## src/rtl/vram_arbiter_pkg.sv

```systemverilog
// Shared widths and the read-owner encoding for the video/data memory arbiter.
package vram_pkg;

  localparam int ADDR_W = 24;
  localparam int DATA_W = 8;

  typedef enum logic [1:0] {
    OWN_NONE = 2'd0,
    OWN_VGA  = 2'd1,
    OWN_CPU  = 2'd2
  } owner_t;

endpackage

```

## src/rtl/vram_arbiter_if.sv

```systemverilog
// Request/grant/return bundle for the VGA and CPU ports plus the memory macro side.
interface vram_arbiter_if
  import vram_pkg::*;
#(
  parameter int AW = ADDR_W,
  parameter int DW = DATA_W
) ();

  logic          vga_req;
  logic [AW-1:0] vga_addr;
  logic          vga_gnt;
  logic          vga_rvalid;
  logic [DW-1:0] vga_rdata;

  logic          cpu_req;
  logic          cpu_we;
  logic [AW-1:0] cpu_addr;
  logic [DW-1:0] cpu_wdata;
  logic          cpu_gnt;
  logic          cpu_rvalid;
  logic [DW-1:0] cpu_rdata;

  logic [AW-1:0] mem_addr;
  logic          mem_we;
  logic [DW-1:0] mem_wdata;
  logic [DW-1:0] mem_q;

  // Requesters and the memory macro
  modport master (
    output vga_req, vga_addr, cpu_req, cpu_we, cpu_addr, cpu_wdata, mem_q,
    input  vga_gnt, vga_rvalid, vga_rdata, cpu_gnt, cpu_rvalid, cpu_rdata,
    input  mem_addr, mem_we, mem_wdata
  );

  // The arbiter
  modport slave (
    input  vga_req, vga_addr, cpu_req, cpu_we, cpu_addr, cpu_wdata, mem_q,
    output vga_gnt, vga_rvalid, vga_rdata, cpu_gnt, cpu_rvalid, cpu_rdata,
    output mem_addr, mem_we, mem_wdata
  );

endinterface

```

## src/rtl/vram_arbiter_sat_counter.sv

```systemverilog
// Up-counter with synchronous clear that sticks at all-ones instead of wrapping.
module sat_counter #(
  parameter int W = 4
) (
  input  logic         clk,
  input  logic         rst,
  input  logic         inc,
  input  logic         clr,
  output logic [W-1:0] count
);

  logic [W-1:0] count_reg;

  always_ff @(posedge clk) begin
    if (rst || clr) begin
      count_reg <= '0;
    end else if (inc && (count_reg != {W{1'b1}})) begin
      count_reg <= count_reg + 1'b1;
    end
  end

  assign count = count_reg;

endmodule

```

## src/rtl/vram_arbiter.sv

```systemverilog
// Single-port memory arbiter: VGA fetch has priority, CPU is guaranteed a slot
// after MAX_VGA_RUN consecutive VGA grants while it waits.
module vram_arbiter
  import vram_pkg::*;
#(
  parameter int MAX_VGA_RUN = 4
) (
  input  logic        clk,
  input  logic        rst,
  vram_arbiter_if.slave bus,
  output logic [15:0] vga_miss_cnt
);

  logic [3:0] run_cnt;
  logic       cpu_starved;
  logic       vga_gnt;
  logic       cpu_gnt;
  owner_t     owner_reg;

  always_comb begin
    cpu_starved = bus.cpu_req && (run_cnt >= 4'(MAX_VGA_RUN));
    vga_gnt     = !rst && bus.vga_req && !cpu_starved;
    cpu_gnt     = !rst && bus.cpu_req && !vga_gnt;
  end

  assign bus.vga_gnt   = vga_gnt;
  assign bus.cpu_gnt   = cpu_gnt;
  assign bus.mem_addr  = cpu_gnt ? bus.cpu_addr : bus.vga_addr;
  assign bus.mem_we    = cpu_gnt && bus.cpu_we;
  assign bus.mem_wdata = bus.cpu_wdata;

  // Run length only matters while the CPU is actually waiting.
  sat_counter #(.W(4)) u_run_cnt (
    .clk   (clk),
    .rst   (rst),
    .inc   (vga_gnt && bus.cpu_req),
    .clr   (cpu_gnt || !bus.cpu_req),
    .count (run_cnt)
  );

  sat_counter #(.W(16)) u_miss_cnt (
    .clk   (clk),
    .rst   (rst),
    .inc   (bus.vga_req && !vga_gnt),
    .clr   (1'b0),
    .count (vga_miss_cnt)
  );

  always_ff @(posedge clk) begin
    if (rst) begin
      owner_reg <= OWN_NONE;
    end else if (vga_gnt) begin
      owner_reg <= OWN_VGA;
    end else if (cpu_gnt && !bus.cpu_we) begin
      owner_reg <= OWN_CPU;
    end else begin
      owner_reg <= OWN_NONE;
    end
  end

  // Gated by rst so a read granted just before reset never reports data.
  assign bus.vga_rvalid = !rst && (owner_reg == OWN_VGA);
  assign bus.cpu_rvalid = !rst && (owner_reg == OWN_CPU);
  assign bus.vga_rdata  = bus.mem_q;
  assign bus.cpu_rdata  = bus.mem_q;

endmodule

```

## src/flat_wrapper.sv

```systemverilog
// flat-port wrapper written by rule: the top's interface ports become plain ports
module vram_arbiter_flat import vram_pkg::*;
#(
  parameter int MAX_VGA_RUN = 4
)
  (clk, rst, vga_miss_cnt, bus_vga_req, bus_vga_addr, bus_cpu_req, bus_cpu_we, bus_cpu_addr, bus_cpu_wdata, bus_mem_q, bus_vga_gnt, bus_vga_rvalid, bus_vga_rdata, bus_cpu_gnt, bus_cpu_rvalid, bus_cpu_rdata, bus_mem_addr, bus_mem_we, bus_mem_wdata);
  vram_arbiter_if bus_i ();
  input  logic clk;
  input  logic rst;
  output logic [15:0] vga_miss_cnt;
  input wire logic [$bits(bus_i.vga_req)-1:0] bus_vga_req;
  input wire logic [$bits(bus_i.vga_addr)-1:0] bus_vga_addr;
  input wire logic [$bits(bus_i.cpu_req)-1:0] bus_cpu_req;
  input wire logic [$bits(bus_i.cpu_we)-1:0] bus_cpu_we;
  input wire logic [$bits(bus_i.cpu_addr)-1:0] bus_cpu_addr;
  input wire logic [$bits(bus_i.cpu_wdata)-1:0] bus_cpu_wdata;
  input wire logic [$bits(bus_i.mem_q)-1:0] bus_mem_q;
  output wire logic [$bits(bus_i.vga_gnt)-1:0] bus_vga_gnt;
  output wire logic [$bits(bus_i.vga_rvalid)-1:0] bus_vga_rvalid;
  output wire logic [$bits(bus_i.vga_rdata)-1:0] bus_vga_rdata;
  output wire logic [$bits(bus_i.cpu_gnt)-1:0] bus_cpu_gnt;
  output wire logic [$bits(bus_i.cpu_rvalid)-1:0] bus_cpu_rvalid;
  output wire logic [$bits(bus_i.cpu_rdata)-1:0] bus_cpu_rdata;
  output wire logic [$bits(bus_i.mem_addr)-1:0] bus_mem_addr;
  output wire logic [$bits(bus_i.mem_we)-1:0] bus_mem_we;
  output wire logic [$bits(bus_i.mem_wdata)-1:0] bus_mem_wdata;
  assign bus_i.vga_req = bus_vga_req;
  assign bus_i.vga_addr = bus_vga_addr;
  assign bus_i.cpu_req = bus_cpu_req;
  assign bus_i.cpu_we = bus_cpu_we;
  assign bus_i.cpu_addr = bus_cpu_addr;
  assign bus_i.cpu_wdata = bus_cpu_wdata;
  assign bus_i.mem_q = bus_mem_q;
  assign bus_vga_gnt = bus_i.vga_gnt;
  assign bus_vga_rvalid = bus_i.vga_rvalid;
  assign bus_vga_rdata = bus_i.vga_rdata;
  assign bus_cpu_gnt = bus_i.cpu_gnt;
  assign bus_cpu_rvalid = bus_i.cpu_rvalid;
  assign bus_cpu_rdata = bus_i.cpu_rdata;
  assign bus_mem_addr = bus_i.mem_addr;
  assign bus_mem_we = bus_i.mem_we;
  assign bus_mem_wdata = bus_i.mem_wdata;
  vram_arbiter #(.MAX_VGA_RUN(MAX_VGA_RUN)) u_core (.clk(clk), .rst(rst), .bus(bus_i), .vga_miss_cnt(vga_miss_cnt));
endmodule
```

## config.mk

```make
export PLATFORM = sky130hd
export DESIGN_NAME = vram_arbiter_flat
export DESIGN_NICKNAME = d
export VERILOG_FILES = /design/src/rtl/vram_arbiter_pkg.sv /design/src/rtl/vram_arbiter_if.sv /design/src/rtl/vram_arbiter_sat_counter.sv /design/src/rtl/vram_arbiter.sv /design/src/flat_wrapper.sv
export SDC_FILE = /design/constraint.sdc
export NUM_CORES = 1
export LEC_CHECK = 0
export CAP_MARGIN = 20
export CELL_PAD_IN_SITES_DETAIL_PLACEMENT = 1
export CELL_PAD_IN_SITES_GLOBAL_PLACEMENT = 2
export CORE_MARGIN = 3
export CORE_UTILIZATION = 17
export CTS_CLUSTER_DIAMETER = 50
export DETAILED_ROUTE_END_ITERATION = 7
export PLACE_DENSITY_LB_ADDON = 0.1
export SLEW_MARGIN = 40
export SYNTH_ARGS = -nofsm -noshare
export SYNTH_HDL_FRONTEND = slang
export SYNTH_HIERARCHICAL = 1
export SYNTH_SLANG_ARGS = --single-unit
```

## constraint.sdc

```tcl
create_clock -name clk -period 2.8 [get_ports clk]
set_input_delay 0.56 -clock clk [delete_from_list [all_inputs] [get_ports clk]]
set_output_delay 0.56 -clock clk [all_outputs]
set_load 0.02 [all_outputs]
```

==> run_results.csv <==
group,metric,value,unit
drt,post_drt_wl_per_cell,16.2,um
floorplan,dieArea,0.0116,mm^2
cells_and_area,largest_reg_flops,16,
drt,wirelength,6480,um
yosys,synth_edf_count,0,
yosys,netlist_area,0.00175,mm^2
cells_and_area,area_growth,58.2,%
yosys,yosysMostFrequentCell,"buf_4",
cts,path_clk_slew,0.08,ns
cts,cts_tree,"yes",
critical_path,max_stage_delay,0.44,ns
floorplan,core.rowCount,36,
global_route,grt_pass1_wl,9510,um
drt,ant_nets,0,
floorplan,chipHeight,108,um
cells_and_area,drive_gt1_share,22.6,%
cells_and_area,seqCellArea,440,um^2
yosys,ys_ff_latch,22,
drt,drt_iter0_drc,73,
critical_path,reg2reg_from,"u_core/u_run_cnt/count[3]",
timing,setup_viol,0,
timing,tightest_slew,0.694,ns
timing,min_period_over_period,97.8,%
critical_path,endpoint_kind,"primary output",
worst_hold_path,hp-class,"flip-flop to flip-flop",
place,placed_cells,396,
yosys,synth.distinct_cells,46,
floorplan,initial_core_util,17.7,%
timing,slew_headroom,53.4,%
critical_path,timing.rr.end,"u_core/u_miss_cnt/count[6]",
global_route,antenna_found_initial,0,
drt,via_per_inst,4.08,
worst_hold_path,worstHoldEndpoint,"u_core/u_run_cnt/count[1]",
critical_path,critPathMaxFanout,17,
critical_path,critPathKind,"input port to primary output",
timing,finalMaxSlewViolations,0,
yosys,syn_inst,182,
timing,period_minus_slack,2.74,ns
pwr,fin_total_pwr,0.758,mW
timing,fmax,0.365,GHz
floorplan,die_w,108,um
critical_path,cpMaxStageDelayCell,"clkdlybuf4s50_1",
cts,post_cts_buffers,0,
cells_and_area,antenna_cells,0,
yosys,yosys-top-cells-area,"dfxtp_1 (25%), mux2_4 (14%), buf_4 (10%), mux2_2 (5.1%), a21oi_1 (2.9%)",
yosys,ys_top_cells_by_count,"buf_4 (24), dfxtp_1 (22), mux2_4 (16)",
worst_hold_path,min_from,"u_core/u_run_cnt/count[1]",
yosys,yosysTopAreaCell,"dfxtp_1",
place,port_buffers,97,
global_route,grt_pass1_vias,1617,
cells_and_area,finalNetCount,339,
yosys,synth_top_area_share,25.1,%
critical_path,reg2reg_slack,0.70,ns
drt,via_count,1627,
yosys,syn_area_per_cell,9.63,um^2
timing,clock_skew,0.00562,ns
floorplan,io_pins,138,
flow_run,cap_violations,0,
yosys,synth_ff_type,"dfxtp_1",
worst_hold_path,whs_path_depth,2,
critical_path,worstPathCellList,"clkdlybuf4s50_1 -> nand2b_4 -> a21oi_4 -> buf_12 -> mux2_4 -> dlygate4sd2_1",
critical_path,r2r_cells,7,
pwr,vdd_ir_drop_max,0.161,mV
cells_and_area,fillers,1167,
drt,drcViolationCount,0,
global_route,grt_max_degree,18,
global_route,grtUsageTotal,10.6,%
cells_and_area,multi_input_area,0.00108,mm^2
yosys,yosysWarnings,6,
floorplan,core_region_area,0.00991,mm^2
cts,cts.sinks,22,
cts,clk_path_buf_depth,2,
cells_and_area,fin_cells,399,
yosys,yosysSeqAreaShare,25.1,%
place,place_hpwl,5340,um
outcome,outcome,"finished, final reports clean",
cts,ctsHoldBuffers,0,
pwr,p_per_area,273,mW/mm^2
timing,finalHoldViolCount,0,
critical_path,cp.arrival,2.18,ns
drt,first_pass_iters,4,
critical_path,crit_required,2.24,ns
cts,htree_levels,1,
cts,clk_latency,0.26,ns
place,gp_congestion,0.694,
global_route,grt_overflow,0,
cts,clock-root-buffer,"clkbuf_8",
critical_path,startpoint_type,"input port",
cts,cts_buffers,3,
yosys,synth_async_sr_flop_share,0,%
timing,rsz0062_at_grt,"no",
pwr,p_leak,1.09,nW
critical path: cells and delay by family:
kind,cells,cell delay (ns)
mux,1,0.30
buf+inv,3,0.95
compound gates,1,0.19
simple gates,1,0.16
where the power goes:
group / internal (mW) / switching [mW] / leakage [nW] / total (mW)
clock: 0.0962 / 0.109 / 0.0216 / 0.205
combinational: 0.140 / 0.0955 / 0.891 / 0.236
sequential: 0.315 / 0.00220 / 0.178 / 0.317
cell usage in the layout (no fill, tap or decap), drive strengths merged, types with 3 or more instances in the layout:
master and instances:
a41o 4, nand3 5, clkbuf 10, or3 6, a21oi 11, a31oi 3
nand4 8, clkdlybuf4s50 70, and4 4, o31ai 3, and2 4, or4 4
dfxtp 22, clkdlybuf4s15 5, o21ai 6, mux2 24, dlygate4sd2 14, buf 12
nor2 10, nand2 10
how the worst max path moves through the flow:
stage,from,to,slack (ns),cells past startpoint
global placement,rst,bus_mem_addr[2],-0.20,6
floorplan,bus_cpu_req,u_core/u_miss_cnt/count[14],0.58,7
CTS,rst,bus_mem_addr[1],0.01,6
global route,rst,bus_mem_addr[20],0.001,6
finish,rst,bus_mem_addr[20],0.06,6
detailed placement,rst,bus_mem_addr[2],-0.20,6
final cells by class:
cell class,count,area share [%]
inverter,1,0.135
multi-input combinational,131,39.1
sequential,22,15.9
tap,133,6.00
timing repair buffer,109,37.4
clock buffer,3,1.49
what timing repair did:
item | CTS | global route
resized for setup | 26 | 20
pin swaps | 0 | 0
setup endpoints to repair | 26 | 13
logic make-up (layout without fill, tap and decap cells):
logic type / Yosys count / in the layout / synth area share, %
and+or+nand+nor: 66 / 66 / 24.8
xor gates and xnor gates: 3 / 3 / 1.50
adders and majority gates: 2 / 2 / 1.43
other: 1 / 2 / 0.214
AOI/OAI and AO/OA: 32 / 32 / 13.7
buffers and inverters: 30 / 113 / 13.2
muxes: 26 / 26 / 20.0
DFF: 22 / 22 / 25.1
per-stage QoR:
stage	utilization (%)	cell area, um^2	setup WS (ns)	setup TNS, ns	hold slack, ns
final	28.0	2770	0.0603	0	0.498
after global routing	28.0	2770	0.00116	0	0.536
after CTS	28.2	2790	0.00956	0	0.504
after detailed placement	28.1	2780	-0.196	-4.12	0.490
after global placement	28.1	2780	-0.200	-4.31	0.479
after floorplan	-	1760	0.583	0	0.455
routing by layer:
| layer | global-route usage, % | wire length (um) | up-vias |
|---|---|---|---|
| met4 | 3.61 | 84 | 0 |
| met3 | 1.80 | 210 | 12 |
| met5 | 0 | 0 | - |
| li1 | - | - | 820 |
| met2 | 17.2 | 3260 | 17 |
| met1 | 14.1 | 2930 | 778 |
Power figures use the tool's default switching activity.
==> RTL change 1 (same settings) <==
Re-encode `owner_t` (3 values) as one-hot, 3 bits wide.
--- a/src/rtl/vram_arbiter_pkg.sv
+++ b/src/rtl/vram_arbiter_pkg.sv
@@ -5,8 +5,8 @@
   localparam int DATA_W = 8;
 
-  typedef enum logic [1:0] {
-    OWN_NONE = 2'd0,
-    OWN_VGA  = 2'd1,
-    OWN_CPU  = 2'd2
+  typedef enum logic [2:0] {
+    OWN_NONE = 3'b001,
+    OWN_VGA  = 3'b010,
+    OWN_CPU  = 3'b100
   } owner_t;
 
Function: no difference found for any inputs over 10 cycles, from zero or initial values and one cycle with rst high; not proved beyond that.
==> RTL change 1 against the unedited design <==
Clock skew about the same. Total power up 2.7%. Worst setup slack got worse by 11 ps. Die area is 1.4% lower. Count of clock-buffer cells in the layout rose by 1. Cell area increased by 0.27%. Synthesized cell count is 2.2% higher. Worst hold slack better by 17 ps. Clock power grew 7%. Sequential cell count grew 1. Sequential power grew 5%. Wire length is 5.8% lower. Synthesized area down 1.4%. Critical path type unchanged. Critical endpoint is now bus_mem_addr[5]. Largest power group unchanged. Highest routed layer unchanged.
==> RTL change 1: results (changes against the unedited design) <==
metric,value,unit,change
outcome,finished clean,,
Slew @ Worst Pin,628,ps,-66.4 ps
largest net degree at the start of global routing,16,,-2
"top cells by area, synth","dfxtp_1 27%, mux2_2 12%, buf_4 11%",,
initial DRC count,46,,-37%
number of global-route vias before repair,1933,,+20%
first-pass GRT wire length,9.73,mm,+2.3%
R2R Setup Slk,680,ps,-20 ps
Avg Vias per Cell,4.34,,+6.5%
"Max FO, Critical Path",11,,-6
CP endpoint,bus_mem_addr[5],,
GP Congestion,0.675,,-2.8%
CP max stage delay,530,ps,+90 ps
Post-Synth XOR/XNOR Area,1.52,%,+0.022 points
Adder-Cell Fraction of Synth Area,1.45,%,+0.021 points
"top cells by count, synth","25 x buf_4, 23 x dfxtp_1, 19 x mux2_2",,
Post-Syn Area per Cell,9.29,sq um,-3.5%
Peak Freq,364,MHz,-0.40%
GR Util All Layers,10.6,%,+0.030 points
Nets,342,,+0.88%
post-synthesis mux area share,17.9,%,-2.1 points
Post-DP Area,2730,sq um,-2.0%
"worst slack, placed",-258,ps,-62.3 ps
"Seq/Total Area, Yosys",26.6,%,+1.5 points
maximum vdd drop,0.139,mV,-14%
share of cells above drive strength 1,22.6,%,+0.036 points
static leakage,1.12,nW,+2.6%
Compound-Gate Fraction of Synth Area,13.8,%,+0.054 points
Routed Wire Length,6.11,mm,-5.8%
==> RTL change 1: cell types whose count changed after synthesis, moves of 2 or more <==
cell | before | now
mux2_4 | 16 | 5
and3b_1 | 0 | 2
nor3b_1 | 2 | 0
and3b_2 | 2 | 0
nor4b_1 | 0 | 2
mux2_2 | 8 | 19
nand2b_1 | 0 | 2
==> RTL change 1: power breakdown <==
part / switching [W] / internal, W / leakage, nW
sequential: 0.00000271 / 0.000330 / 0.186
combinational: 0.0000925 / 0.000134 / 0.910
clock: 0.000117 / 0.000102 / 0.0228
==> RTL change 1: layer usage <==
layer | share of wire (%) | wire length [um] | track usage [%]
met1 | 36 | 2190 | 11.2
met5 | 0 | 0 | 0
met2 | 50 | 3070 | 18.8
met3 | 14 | 841 | 6.02
met4 | 0.098 | 6 | 1.55
==> RTL change 1: worst max-delay path: cells and delay by family <==
family	cells	cell delay, ps
compound gates	1	170
buf+inv	4	1050
mux	1	330
simple gates	1	70
==> RTL change 1: final cells by class <==
| class | count | area (sq um) | share of cell area [%] |
|---|---|---|---|
| Inverter | 2 | 7.51 | 0.270 |
| Timing Repair Buffer | 109 | 1050 | 37.9 |
| Clock buffer | 4 | 45.0 | 1.62 |
| Multi-Input combinational cell | 132 | 1050 | 37.7 |
| Tap cell | 133 | 166 | 5.99 |
| Sequential cell | 23 | 460 | 16.6 |
==> RTL change 1: metrics by stage <==
stage               setup TNS [ps]  hold slack (ps)  total power (W)
finish                           0              515         0.000779
global route                 -27.8              530         0.000821
CTS                              0              515         0.000801
detailed placement           -5270              500         0.000584
global placement             -4490              482         0.000584
floorplan                        0              455         0.000488
==> RTL change 1: repair_timing <==
action / CTS / global route
endpoints found under the setup margin: 25 / 15
resized for setup: 45 / 17
buffers inserted: 1 / 0
gates cloned: 1 / 0
==> RTL change 2 (config.mk and constraints unchanged) <==
Made on the original files. Change the package constant `DATA_W` from 8 to 9.
--- a/src/rtl/vram_arbiter_pkg.sv
+++ b/src/rtl/vram_arbiter_pkg.sv
@@ -3,5 +3,5 @@
 
   localparam int ADDR_W = 24;
-  localparam int DATA_W = 8;
+  localparam int DATA_W = 9;
 
   typedef enum logic [1:0] {
Ports: changed (5 resized); port bits go from 138 to 143. The function was not compared with the original's and may differ.
==> RTL change 2 against the unedited design <==
Wire length about the same. Global-route usage is 0.15 points higher. Synthesized area up 1.3%. Non-clock buffer count shrank 1. Cell area grew 0.50%. Worst setup slack better by 6.3 ps. Total power hardly changed. Sequential cell count did not move. Sequential share of layout area shrank 0.078 points. Sequential power about the same. Critical endpoint is now bus_mem_addr[9]. Largest cell class unchanged. Largest power group unchanged.
==> RTL change 2: results (changes against the unedited design) <==
metric,value,unit,change
GP Congestion,0.663,,-4.4%
post-DP HPWL,5.22,mm,-2.2%
Crit Reg-Reg Endpoint,u_core/u_miss_cnt/count[14]$_SDFFE_PP0P_,,
via count,1691,,+3.9%
Nets,340,,+0.29%
outcome,finished clean,,
total clock buffers created by CTS,3,,unchanged
maximum vdd drop,0.135,mV,-16%
post-synthesis mux area share,19.7,%,-0.25 points
length of the first detailed-routing pass in iterations,4,,unchanged
Post-Syn Area per Cell,9.60,sq um,-0.36%
filler instances,1155,,-1.0%
"worst slack, placed",-185,ps,+11.4 ps
GR Util All Layers,10.7,%,+0.15 points
Compound-Gate Fraction of Synth Area,13.5,%,-0.17 points
P&R area growth vs syn,56.9,%,
Avg WL per Cell,16.3,um,+0.19%
Longest Clk Path Bufs,2,,unchanged
Port Buffer Count,97,,unchanged
static leakage,1.08,nW,-0.68%
worst-case clock skew,6.99,ps,+1.37 ps
first-pass GRT wire length,9.92,mm,+4.4%
Worst path top cell family by delay,buffers and inverters,,
HP Class,register to register,,
CP max stage delay,530,ps,+90 ps
CP startpoint,bus_cpu_req,,
fin cells,398,,-0.25%
"Max FO, Critical Path",15,,-2
Adder-Cell Fraction of Synth Area,1.41,%,-0.018 points
"top cells by area, synth","dfxtp_1 25%, mux2_4 14%, buf_4 11%",,
post-layout min period,2730,ps,-6.31 ps
share of cells above drive strength 1,19.6,%,-2.9 points
Post-Synth XOR/XNOR Area,1.48,%,-0.019 points
"top cells by count, synth","27 x buf_4, 22 x dfxtp_1, 16 x mux2_4",,
relative slew slack,51.7,%,-1.6 points
largest net degree at the start of global routing,16,,-2
CP endpoint,bus_mem_addr[9],,
"Seq/Total Area, Yosys",24.8,%,-0.32 points
==> RTL change 2: report_power, final <==
group / total [W] / switching (W) / leakage, nW / internal (W)
clock: 0.000206 / 0.000110 / 0.0216 / 0.0000963
combinational: 0.000236 / 0.0000944 / 0.884 / 0.000141
sequential: 0.000317 / 0.00000211 / 0.178 / 0.000315
total: 0.000759 / 0.000206 / 1.08 / 0.000552
==> RTL change 2: worst min path at each step <==
stage | slack (ps) | depth (start not counted) | to
3_3_place_gp | 480 | 2 | u_core/u_run_cnt/count[1]$_SDFFE_PP0P_
3_5_place_dp | 490 | 2 | u_core/u_run_cnt/count[0]$_SDFFE_PP0P_
4_1_cts | 500 | 2 | u_core/u_run_cnt/count[1]$_SDFFE_PP0P_
2_1_floorplan | 460 | 2 | u_core/u_run_cnt/count[1]$_SDFFE_PP0P_
5_1_grt | 520 | 2 | u_core/u_run_cnt/count[1]$_SDFFE_PP0P_
6_report | 500 | 2 | u_core/u_run_cnt/count[1]$_SDFFE_PP0P_
==> RTL change 2: final cells by class <==
cell class              count  area [sq um]  share of cell area, %
clock buffers               3          41.3                   1.48
inverters                   1          3.75                  0.135
multi-input cells         131          1080                   38.9
flip-flops and latches     22           440                   15.8
well taps                 133           166                   5.97
repair buffers            108          1050                   37.7
==> RTL change 2: metal layers <==
| layer | vias up | track usage, % | share of wire [%] |
|---|---|---|---|
| met5 | - | 0 | 0 |
| met2 | 78 | 17.4 | 45 |
| li1 | 818 | - | - |
| met1 | 780 | 13.7 | 43 |
| met4 | 0 | 2.80 | 0.88 |
| met3 | 15 | 3.58 | 11 |
==> RTL change 2: timing repair <==
action,4_1_cts,5_1_grt
hold buffers,0,0
endpoints found under the setup margin,27,4
pin swaps,0,0
resized for setup,27,4
cloned,0,0
endpoints found under the hold margin,0,0
